$ cat src/rtl/mem_io_responder.sv
// Memory-side responder: decodes requests to block RAM or memory-mapped I/O,
// performs writes, and returns read data one cycle after the read strobe.
module mem_io_responder #(
    parameter int unsigned       ADDR_W  = 16,
    parameter int unsigned       DATA_W  = 16,
    parameter logic [ADDR_W-1:0] IO_BASE = 16'hFF00,
    parameter int unsigned       SW_W    = 10,
    parameter int unsigned       BTN_W   = 4
) (
    input  logic              clk,
    input  logic              reset,
    input  logic [ADDR_W-1:0] req_addr,
    input  logic              req_rd,
    input  logic              req_wr,
    input  logic [DATA_W-1:0] req_wdata,
    output logic [DATA_W-1:0] rd_data,
    output logic [ADDR_W-1:0] ram_addr,
    output logic              ram_we,
    output logic [DATA_W-1:0] ram_wdata,
    input  logic [DATA_W-1:0] ram_rdata,
    input  logic [SW_W-1:0]   sw_in,
    input  logic [BTN_W-1:0]  btn_in,
    output logic [SW_W-1:0]   led_out,
    output logic [DATA_W-1:0] hex_out
);

    typedef enum logic [2:0] {
        SEL_RAM, SEL_LED, SEL_HEX, SEL_SW, SEL_BTN, SEL_TLO, SEL_THI, SEL_NONE
    } sel_e;

    logic              is_io;
    logic [ADDR_W-1:0] io_off;
    logic              rd_en;
    sel_e              sel_d, sel_q;
    logic              rd_pend_q;
    logic [DATA_W-1:0] rd_data_d, rd_data_q;
    logic [SW_W-1:0]   led_q, sw_s1_q, sw_s2_q;
    logic [DATA_W-1:0] hex_q;
    logic [BTN_W-1:0]  btn_s1_q, btn_s2_q, btn_prev_q, btn_lat_d, btn_lat_q, btn_rise;
    logic [31:0]       tick_q;
    logic [15:0]       snap_d, snap_q;

    assign is_io     = (req_addr >= IO_BASE);
    assign io_off    = req_addr - IO_BASE;
    // A simultaneous write suppresses the read entirely, including its side effects.
    assign rd_en     = req_rd & ~req_wr;
    assign ram_we    = reset & req_wr & ~is_io;
    assign ram_addr  = req_addr;
    assign ram_wdata = req_wdata;
    assign btn_rise  = btn_s2_q & ~btn_prev_q;

    assign rd_data = rd_data_q;
    assign led_out = led_q;
    assign hex_out = hex_q;

    always_comb begin
        sel_d = SEL_NONE;
        if (!is_io) begin
            sel_d = SEL_RAM;
        end else begin
            case (io_off)
                ADDR_W'(0): sel_d = SEL_LED;
                ADDR_W'(1): sel_d = SEL_HEX;
                ADDR_W'(2): sel_d = SEL_SW;
                ADDR_W'(3): sel_d = SEL_BTN;
                ADDR_W'(4): sel_d = SEL_TLO;
                ADDR_W'(5): sel_d = SEL_THI;
                default:    sel_d = SEL_NONE;
            endcase
        end
    end

    // Read side effects (latch clear, snapshot) take effect with the data load.
    always_comb begin
        rd_data_d = rd_data_q;
        btn_lat_d = btn_lat_q;
        snap_d    = snap_q;
        if (rd_pend_q) begin
            case (sel_q)
                SEL_RAM: rd_data_d = ram_rdata;
                SEL_LED: rd_data_d = DATA_W'(led_q);
                SEL_HEX: rd_data_d = hex_q;
                SEL_SW:  rd_data_d = DATA_W'(sw_s2_q);
                SEL_BTN: begin
                    rd_data_d = DATA_W'(btn_lat_q);
                    btn_lat_d = '0;
                end
                SEL_TLO: begin
                    rd_data_d = DATA_W'(tick_q[15:0]);
                    snap_d    = tick_q[31:16];
                end
                SEL_THI: rd_data_d = DATA_W'(snap_q);
                default: rd_data_d = '0;
            endcase
        end
        // A new edge in the clearing cycle survives the clear.
        btn_lat_d = btn_lat_d | btn_rise;
    end

    always_ff @(posedge clk or negedge reset) begin
        if (!reset) begin
            rd_pend_q  <= 1'b0;
            sel_q      <= SEL_RAM;
            rd_data_q  <= '0;
            led_q      <= '0;
            hex_q      <= '0;
            sw_s1_q    <= '0;
            sw_s2_q    <= '0;
            btn_s1_q   <= '0;
            btn_s2_q   <= '0;
            btn_prev_q <= '0;
            btn_lat_q  <= '0;
            tick_q     <= '0;
            snap_q     <= '0;
        end else begin
            rd_pend_q  <= rd_en;
            sel_q      <= sel_d;
            rd_data_q  <= rd_data_d;
            sw_s1_q    <= sw_in;
            sw_s2_q    <= sw_s1_q;
            btn_s1_q   <= btn_in;
            btn_s2_q   <= btn_s1_q;
            btn_prev_q <= btn_s2_q;
            btn_lat_q  <= btn_lat_d;
            tick_q     <= tick_q + 32'd1;
            snap_q     <= snap_d;
            if (req_wr && sel_d == SEL_LED) led_q <= req_wdata[SW_W-1:0];
            if (req_wr && sel_d == SEL_HEX) hex_q <= req_wdata;
        end
    end

endmodule

$ cat config.mk
export PLATFORM = sky130hd
export DESIGN_NAME = mem_io_responder
export DESIGN_NICKNAME = d
export VERILOG_FILES = /design/src/rtl/mem_io_responder.sv
export SDC_FILE = /design/constraint.sdc
export NUM_CORES = 1
export LEC_CHECK = 0
export BUFFER_PORTS_ARGS = -buffer_cell sky130_fd_sc_hd__buf_2
export CAP_MARGIN = 20
export CORE_ASPECT_RATIO = 1.75
export CORE_MARGIN = 2
export CORE_UTILIZATION = 50
export DETAILED_ROUTE_END_ITERATION = 6
export GPL_ROUTABILITY_DRIVEN = 0
export HOLD_SLACK_MARGIN = 0.08
export PLACE_DENSITY = 0.77
export SLEW_MARGIN = 10
export SYNTH_ARGS = -nofsm -noshare
export SYNTH_HDL_FRONTEND = slang
export SYNTH_SLANG_ARGS = --single-unit
$ cat constraint.sdc
create_clock -name clk -period 2 [get_ports clk]
set_input_delay 0.2 -clock clk [delete_from_list [all_inputs] [get_ports clk]]
set_output_delay 0.2 -clock clk [all_outputs]
set_load 0.02 [all_outputs]
==> results of run 1 <==
[cells in the mapped netlist, types with 5 or more instances]
cell | count | area, sq um
mux2i_1 | 13 | 130
xor2_1 | 16 | 140
o211ai_1 | 9 | 67.6
nor3_1 | 6 | 30.0
xnor2_1 | 14 | 123
mux2_2 | 34 | 383
nand4_1 | 8 | 50.1
buf_4 | 32 | 240
mux2_4 | 10 | 150
o21ai_0 | 12 | 60.1
nor2_1 | 15 | 56.3
nand3_1 | 12 | 60.1
a21oi_1 | 10 | 50.1
nand2_1 | 18 | 67.6
o21a_1 | 6 | 45.0
nor4_1 | 10 | 62.6
clkbuf_1 | 11 | 41.3
dfrtp_1 | 130 | 3250
o221ai_1 | 6 | 52.6
buf_2 | 5 | 25.0
mux4_2 | 7 | 158
inv_1 | 14 | 52.6
a22oi_1 | 9 | 67.6
[cell families (layout without fill, tap and decap cells)]
group / after synthesis / in the layout / synth area share, %
XOR/XNOR: 30 / 30 / 4.59
flip-flops: 130 / 130 / 56.9
AO/OA/AOI/OAI: 57 / 57 / 6.72
multiplexers: 64 / 64 / 14.4
adder cells (fa/ha/maj): 1 / 1 / 0.219
buffers and inverters: 68 / 236 / 6.83
AND/OR/NAND/NOR: 102 / 102 / 10.4
[area by class of cell]
class	count	area [sq um]
clock buffer	19	443
clock inverter	13	184
fill	782	3780
inverter	14	52.6
multi-input combinational	254	2090
sequential	130	3250
tap	132	165
timing repair buffer	190	1200
[what timing repair did]
| item | in CTS | in global routing |
|---|---|---|
| buffers inserted | 0 | 0 |
| hold endpoints to repair | 66 | 0 |
| hold buffers | 35 | 0 |
| gates resized for setup | 0 | 2 |
| setup endpoints to repair | 0 | 2 |
[metrics by stage]
step | setup WS, ps | power, uW | cell area (sq um) | utilization, %
4_1_cts | 136 | 6530 | 7380 | 66.1
3_5_place_dp | 54.8 | 3220 | 6400 | 57.3
6_report | 216 | 6480 | 7390 | 66.2
3_3_place_gp | 124 | 3200 | 6400 | 57.3
2_1_floorplan | 262 | 3020 | 5720 | -
5_1_grt | 88.2 | 6710 | 7390 | 66.2
[per-layer routing]
metal,track usage (%),up-vias,share of wire (%)
li1,-,1882,-
met1,25.1,2070,36
met2,40.5,129,57
met3,4.76,28,3.7
met4,13.4,0,3.6
met5,0,-,0
[state kept, by name, indices dropped and copies added, names as in the netlist]
signal	cells
snap_q	16
rd_pend_q	1
sw_s1_q	10
btn_lat_q	4
led_out	10
btn_prev_q	4
sel_q	3
hex_out	16
btn_s2_q	4
btn_s1_q	4
sw_s2_q	10
tick_q	32
rd_data	16
[power by group]
part	switching (uW)	internal, uW
clock	1130	2120
combinational	274	200
sequential	38.6	2710
total	1450	5030
[final timing paths]
| path | from | endpoint | slack [ps] | cells past startpoint |
|---|---|---|---|---|
| max in group asynchronous | reset | snap_q[0] | 870 | 3 |
| setup / recovery | sel_q[2] | rd_data[0] | 220 | 4 |
| min in group asynchronous | reset | sw_s1_q[8] | 270 | 2 |
| setup reg to reg | sel_q[2] | rd_data[0] | 220 | 4 |
| hold reg to reg | sw_s1_q[4] | sw_s2_q[4] | 350 | 0 |
| hold / removal | req_addr[2] | sel_q[0] | 110 | 3 |
[tightest hold or removal path, stage by stage]
cell and delay, ps:
buf_2 130, nand2_1 70, a31oi_1 80
[cells in the final DEF (no fill, tap or decap), types with 6 or more instances in the layout]
cell type and count:
buf_2 139, dfrtp_1 130, dlygate4sd3_1 35, mux2_2 34, nand2_1 18, clkbuf_16 17, xor2_1 16, nor2_1 15
inv_1 14, xnor2_1 14, mux2i_1 13, buf_4 13, o21ai_0 12, nand3_1 11, a21oi_1 10, mux2_4 10
nor4_1 9, a22oi_1 9, o211ai_1 9, nand4_1 8, mux4_2 7, nor3_1 6, o221ai_1 6, o21a_1 6
==> results.json, run 1 <==
{
  "ys_async_sr_fraction_pct": 100,
  "antenna_found_initial": 0,
  "critPathSlowestCell": "dfrtp_1",
  "ant_nets": 0,
  "overflow": 0,
  "design.core.area_sq_um": 11200,
  "finalWirelength_mm": 13.5,
  "finish.net_count": 674,
  "clockRootBuffer": "clkbuf_16",
  "first_global_vias": 4523,
  "clock_tree.buffer_depth": 2,
  "fp.dieArea_sq_um": 12300,
  "setup.worst_path.class": "reg -> reg",
  "worst_setup_path_end_kind": "register",
  "maxCapViolations": 0,
  "detail_route.drc_violations": 0,
  "ys_dominant_reg_cell": "dfrtp_1",
  "worstPathBufferInverterCount": 1,
  "p_leak_uw": 0.00363,
  "post_route_cells_drive_above_1_share_pct": 40.2,
  "grt_pass1_wl_mm": 22.0,
  "initialDrtViolationCount": 232,
  "irDropWorstVdd_v": 0.000795,
  "cts_tree": "yes",
  "portBuffers": 140,
  "synthesis_stage_register_bit_count": 130,
  "worst_setup_hold_path_clk_slew_ps": 60,
  "finalSetupTns_ps": 0,
  "status": "completed",
  "average_via_count_per_standard_cell": 5.46,
  "synthesized_cell_area_sq_um": 5720,
  "powerDensity_nw_per_um2": 876,
  "cp_top_family": "flip-flops",
  "dp_hpwl_mm": 9.28,
  "clock_latency_ps": 410,
  "routedWlPerCell_um": 18.0,
  "drt-pass1-iter-count": 5,
  "i_o_pin_cnt": 141,
  "crit_path_start_kind": "register",
  "worstPathCellList": "buf_4, mux4_2, o211ai_1, o21ai_0",
  "setup_viol": 0,
  "synth_edf_count": 0,
  "floorplan_row_count": 51,
  "die_h_um": 145,
  "critPathMaxFanout": 16,
  "final_max_slew_viols": 0,
  "worst_ep_arrival_time_ps": 2060,
  "worst_pin_slew_ps": 599,
  "largest_net_degree_at_the_start_of_global_routing": 107,
  "yosys.cell_types.count": 46,
  "worst_clock_skew_ps": 10.4,
  "layout_worst_path_cycle_share_pct": 89.2,
  "netlist_instances": 452,
  "finalCriticalPeriod_ps": 1780,
  "dpl.cell_count": 685,
  "vias": 4109,
  "track_usage_pct": 23.0,
  "num_clock_sinks": 130,
  "mappedNetlistNets": 519,
  "fin_worst_hold_slack_ps": 110,
  "initial_utilization_pct": 51.2,
  "max_clock_freq_mhz": 561,
  "cts_inserted_buffers": 17,
  "finalNonFillerCells": 752,
  "holdCritPathClass": "in -> reg",
  "synth_warnings": 0,
  "required_time_of_the_worst_setup_path_ps": 2280,
  "timing.final.hold_violations": 0,
  "fp.dieW_um": 84.8,
  "timing.max_slew.rel_slack_pct": 60.1,
  "cp_slowest_stage_delay_ps": 700,
  "syn-mean-instance-area_sq_um": 12.7,
  "cts_max_level": 4,
  "synth-seq-area-share_pct": 56.9,
  "antenna_cells_inserted": 0,
  "syn2layout_area_growth_pct": 29.2,
  "rsz0062_at_grt": "no"
}
(Power assumes the default switching activity.)
==> run 2: changes to the inputs <==
==> constraint.sdc (replaced) <==
create_clock -name clk -period 2 [get_ports clk]
set_input_delay 0.2 -clock clk [delete_from_list [all_inputs] [get_ports clk]]
set_output_delay 0.2 -clock clk [all_outputs]
set_load 0.05 [all_outputs]
==> run 2 against run 1 <==
Effect of this change: sequential power is essentially flat; non-clock buffer count up 2; global-route usage up 0.074 points; critical endpoint is now tick_q[26]; sequential cell count is the same; critical path type unchanged.
==> results.json, run 2 (synthesis results as in run 1) <==
{
  "design.core.area_sq_um": 11200,
  "rsz0062_at_grt": "no",
  "fp.dieArea_sq_um": 12300,
  "internal_power_uw": 5080,
  "regArea_sq_um": 3250,
  "setup.worst_path.class": "reg -> reg",
  "worst_setup_hold_path_clk_slew_ps": 50,
  "worst_clock_skew_ps": 6.92,
  "switching_share_pct": 23.8,
  "setup_viol": 0,
  "initial_utilization_pct": 51.2,
  "max_clock_freq_mhz": 552,
  "seqPwrFrac_pct": 41.2,
  "finish.net_count": 676,
  "track_usage_pct": 23.1,
  "use_met3_pct": 5.45,
  "antenna_found_initial": 0,
  "clock_latency_ps": 420,
  "drt-pass1-iter-count": 4,
  "vias": 4109,
  "cp_endpoint": "tick_q[26]",
  "maxCapViolations": 0,
  "switching_power_uw": 1590,
  "critical_path.reg2reg.startpoint": "tick_q[3]",
  "routedWlPerCell_um": 18.1,
  "crit_path_start_kind": "register",
  "cts_max_level": 4,
  "multi_input_comb_area_sq_um": 2080,
  "detail_route.drc_violations": 0,
  "syn2layout_area_growth_pct": 29.4,
  "finalSetupTns_ps": 0,
  "layout_common_cells": "buf_2, dfrtp_1, dlygate4sd3_1, mux2_2, nand2_1",
  "layout_commonest_cell": "buf_2",
  "worst_setup_path_end_kind": "register",
  "cts_inserted_buffers": 17,
  "timing.final.hold_violations": 0,
  "dp_hpwl_mm": 9.66,
  "worst_pin_slew_ps": 690,
  "worst_ep_arrival_time_ps": 2150,
  "i_o_pin_cnt": 141,
  "holdCritPathClass": "in -> reg",
  "layout.filler_cells": 763,
  "status": "completed",
  "cts_tree": "yes",
  "post_route_cells_drive_above_1_share_pct": 40.0,
  "first_global_vias": 4367,
  "worst-r2r-cell-count": 5,
  "critPathLaunch": "tick_q[3]",
  "fp.dieW_um": 84.8,
  "most_used_routing_layer_in_global_routing": "met2",
  "initialDrtViolationCount": 272,
  "grt_pass1_wl_mm": 21.9,
  "p_leak_uw": 0.00364,
  "cts_post_setup_buffers_inserted": 0,
  "timing.max_slew.rel_slack_pct": 54.0,
  "overflow": 0,
  "register_name_with_the_most_flops": "tick_q",
  "largest_net_degree_at_the_start_of_global_routing": 131,
  "combPwrFrac_pct": 9.8,
  "met2_usage_pct": 42.1,
  "ant_nets": 0,
  "finalWirelength_mm": 13.6,
  "irDropWorstVdd_v": 0.000837,
  "power.share.clock_pct": 49.0,
  "regToRegEndpoint": "tick_q[26]",
  "worst-r2r-setup-slack_ps": 190,
  "die_h_um": 145,
  "report.power.total_uw": 6670,
  "max_ffs_per_register": 32,
  "finalCriticalPeriod_ps": 1810,
  "required_time_of_the_worst_setup_path_ps": 2330,
  "gr-usage-met1_pct": 24.6,
  "finalCoreUtilization_pct": 66.3,
  "antenna_cells_inserted": 0,
  "layout_worst_path_cycle_share_pct": 90.7,
  "portBuffers": 140,
  "clock_tree.buffer_depth": 2,
  "powerDensity_nw_per_um2": 902,
  "floorplan_row_count": 51,
  "final_max_slew_viols": 0,
  "worstHoldStart": "req_addr[2]",
  "num_clock_sinks": 130,
  "average_via_count_per_standard_cell": 5.45,
  "critPathMaxFanout": 7,
  "clockRootBuffer": "clkbuf_16"
}
## run 2: per-layer routing
metal | part of all wire (%) | wire, um
met5 | 0 | 0
met4 | 3.0 | 412
met3 | 3.5 | 483
met2 | 58 | 7970
met1 | 35 | 4770
## run 2: repair_timing
item                       4_1_cts  5_1_grt
hold buffers                    35        0
hold endpoints to repair       172        0
setup endpoints to repair        0        1
gates resized for setup          0        1
## run 2: cell type report
type                            count  share of cell area [%]
Sequential cell                   130                    44.0
Multi-Input combinational cell    254                    28.1
Timing Repair Buffer              192                    16.5
Clock buffer                       22                    6.41
Tap cell                          132                    2.23
Clock inverter                     10                    2.10
Inverter                           14                   0.710
## run 2: critical path, stage by stage (launching register included)
cell and delay [ps]:
dfrtp_1 430, and4_1 360, nand4_1 270, buf_4 250, nor4_1 220, xor2_1 190
## run 2: how the worst min path moves through the flow
stage / endpoint / slack [ps] / cells after the start
4_1_cts: sel_q[0] / 90 / 3
6_report: sel_q[0] / 110 / 3
5_1_grt: sel_q[0] / 110 / 3
2_1_floorplan: btn_lat_q[0] / -100 / 0
3_5_place_dp: sw_s1_q[7] / 310 / 1
3_3_place_gp: btn_s1_q[0] / 310 / 1
## run 2: power by group through the flow
stage	clock network, uW	registers (uW)	logic (uW)
4_1_cts	3320	2750	659
3_3_place_gp	0	2790	595
6_report	3270	2750	653
2_1_floorplan	0	2940	259
5_1_grt	3430	2760	693
3_5_place_dp	0	2790	605
## run 2: stage by stage
step                      cells  hold WS, ps  setup WS (ps)  cell area, sq um
after CTS                   754         89.6           86.4              7390
after detailed placement    687          309           88.9              6410
after global placement      687          308            120              6410
after floorplan             452        -95.6            262              5720
final                       754          108            187              7400
after global routing        754          105           74.5              7400
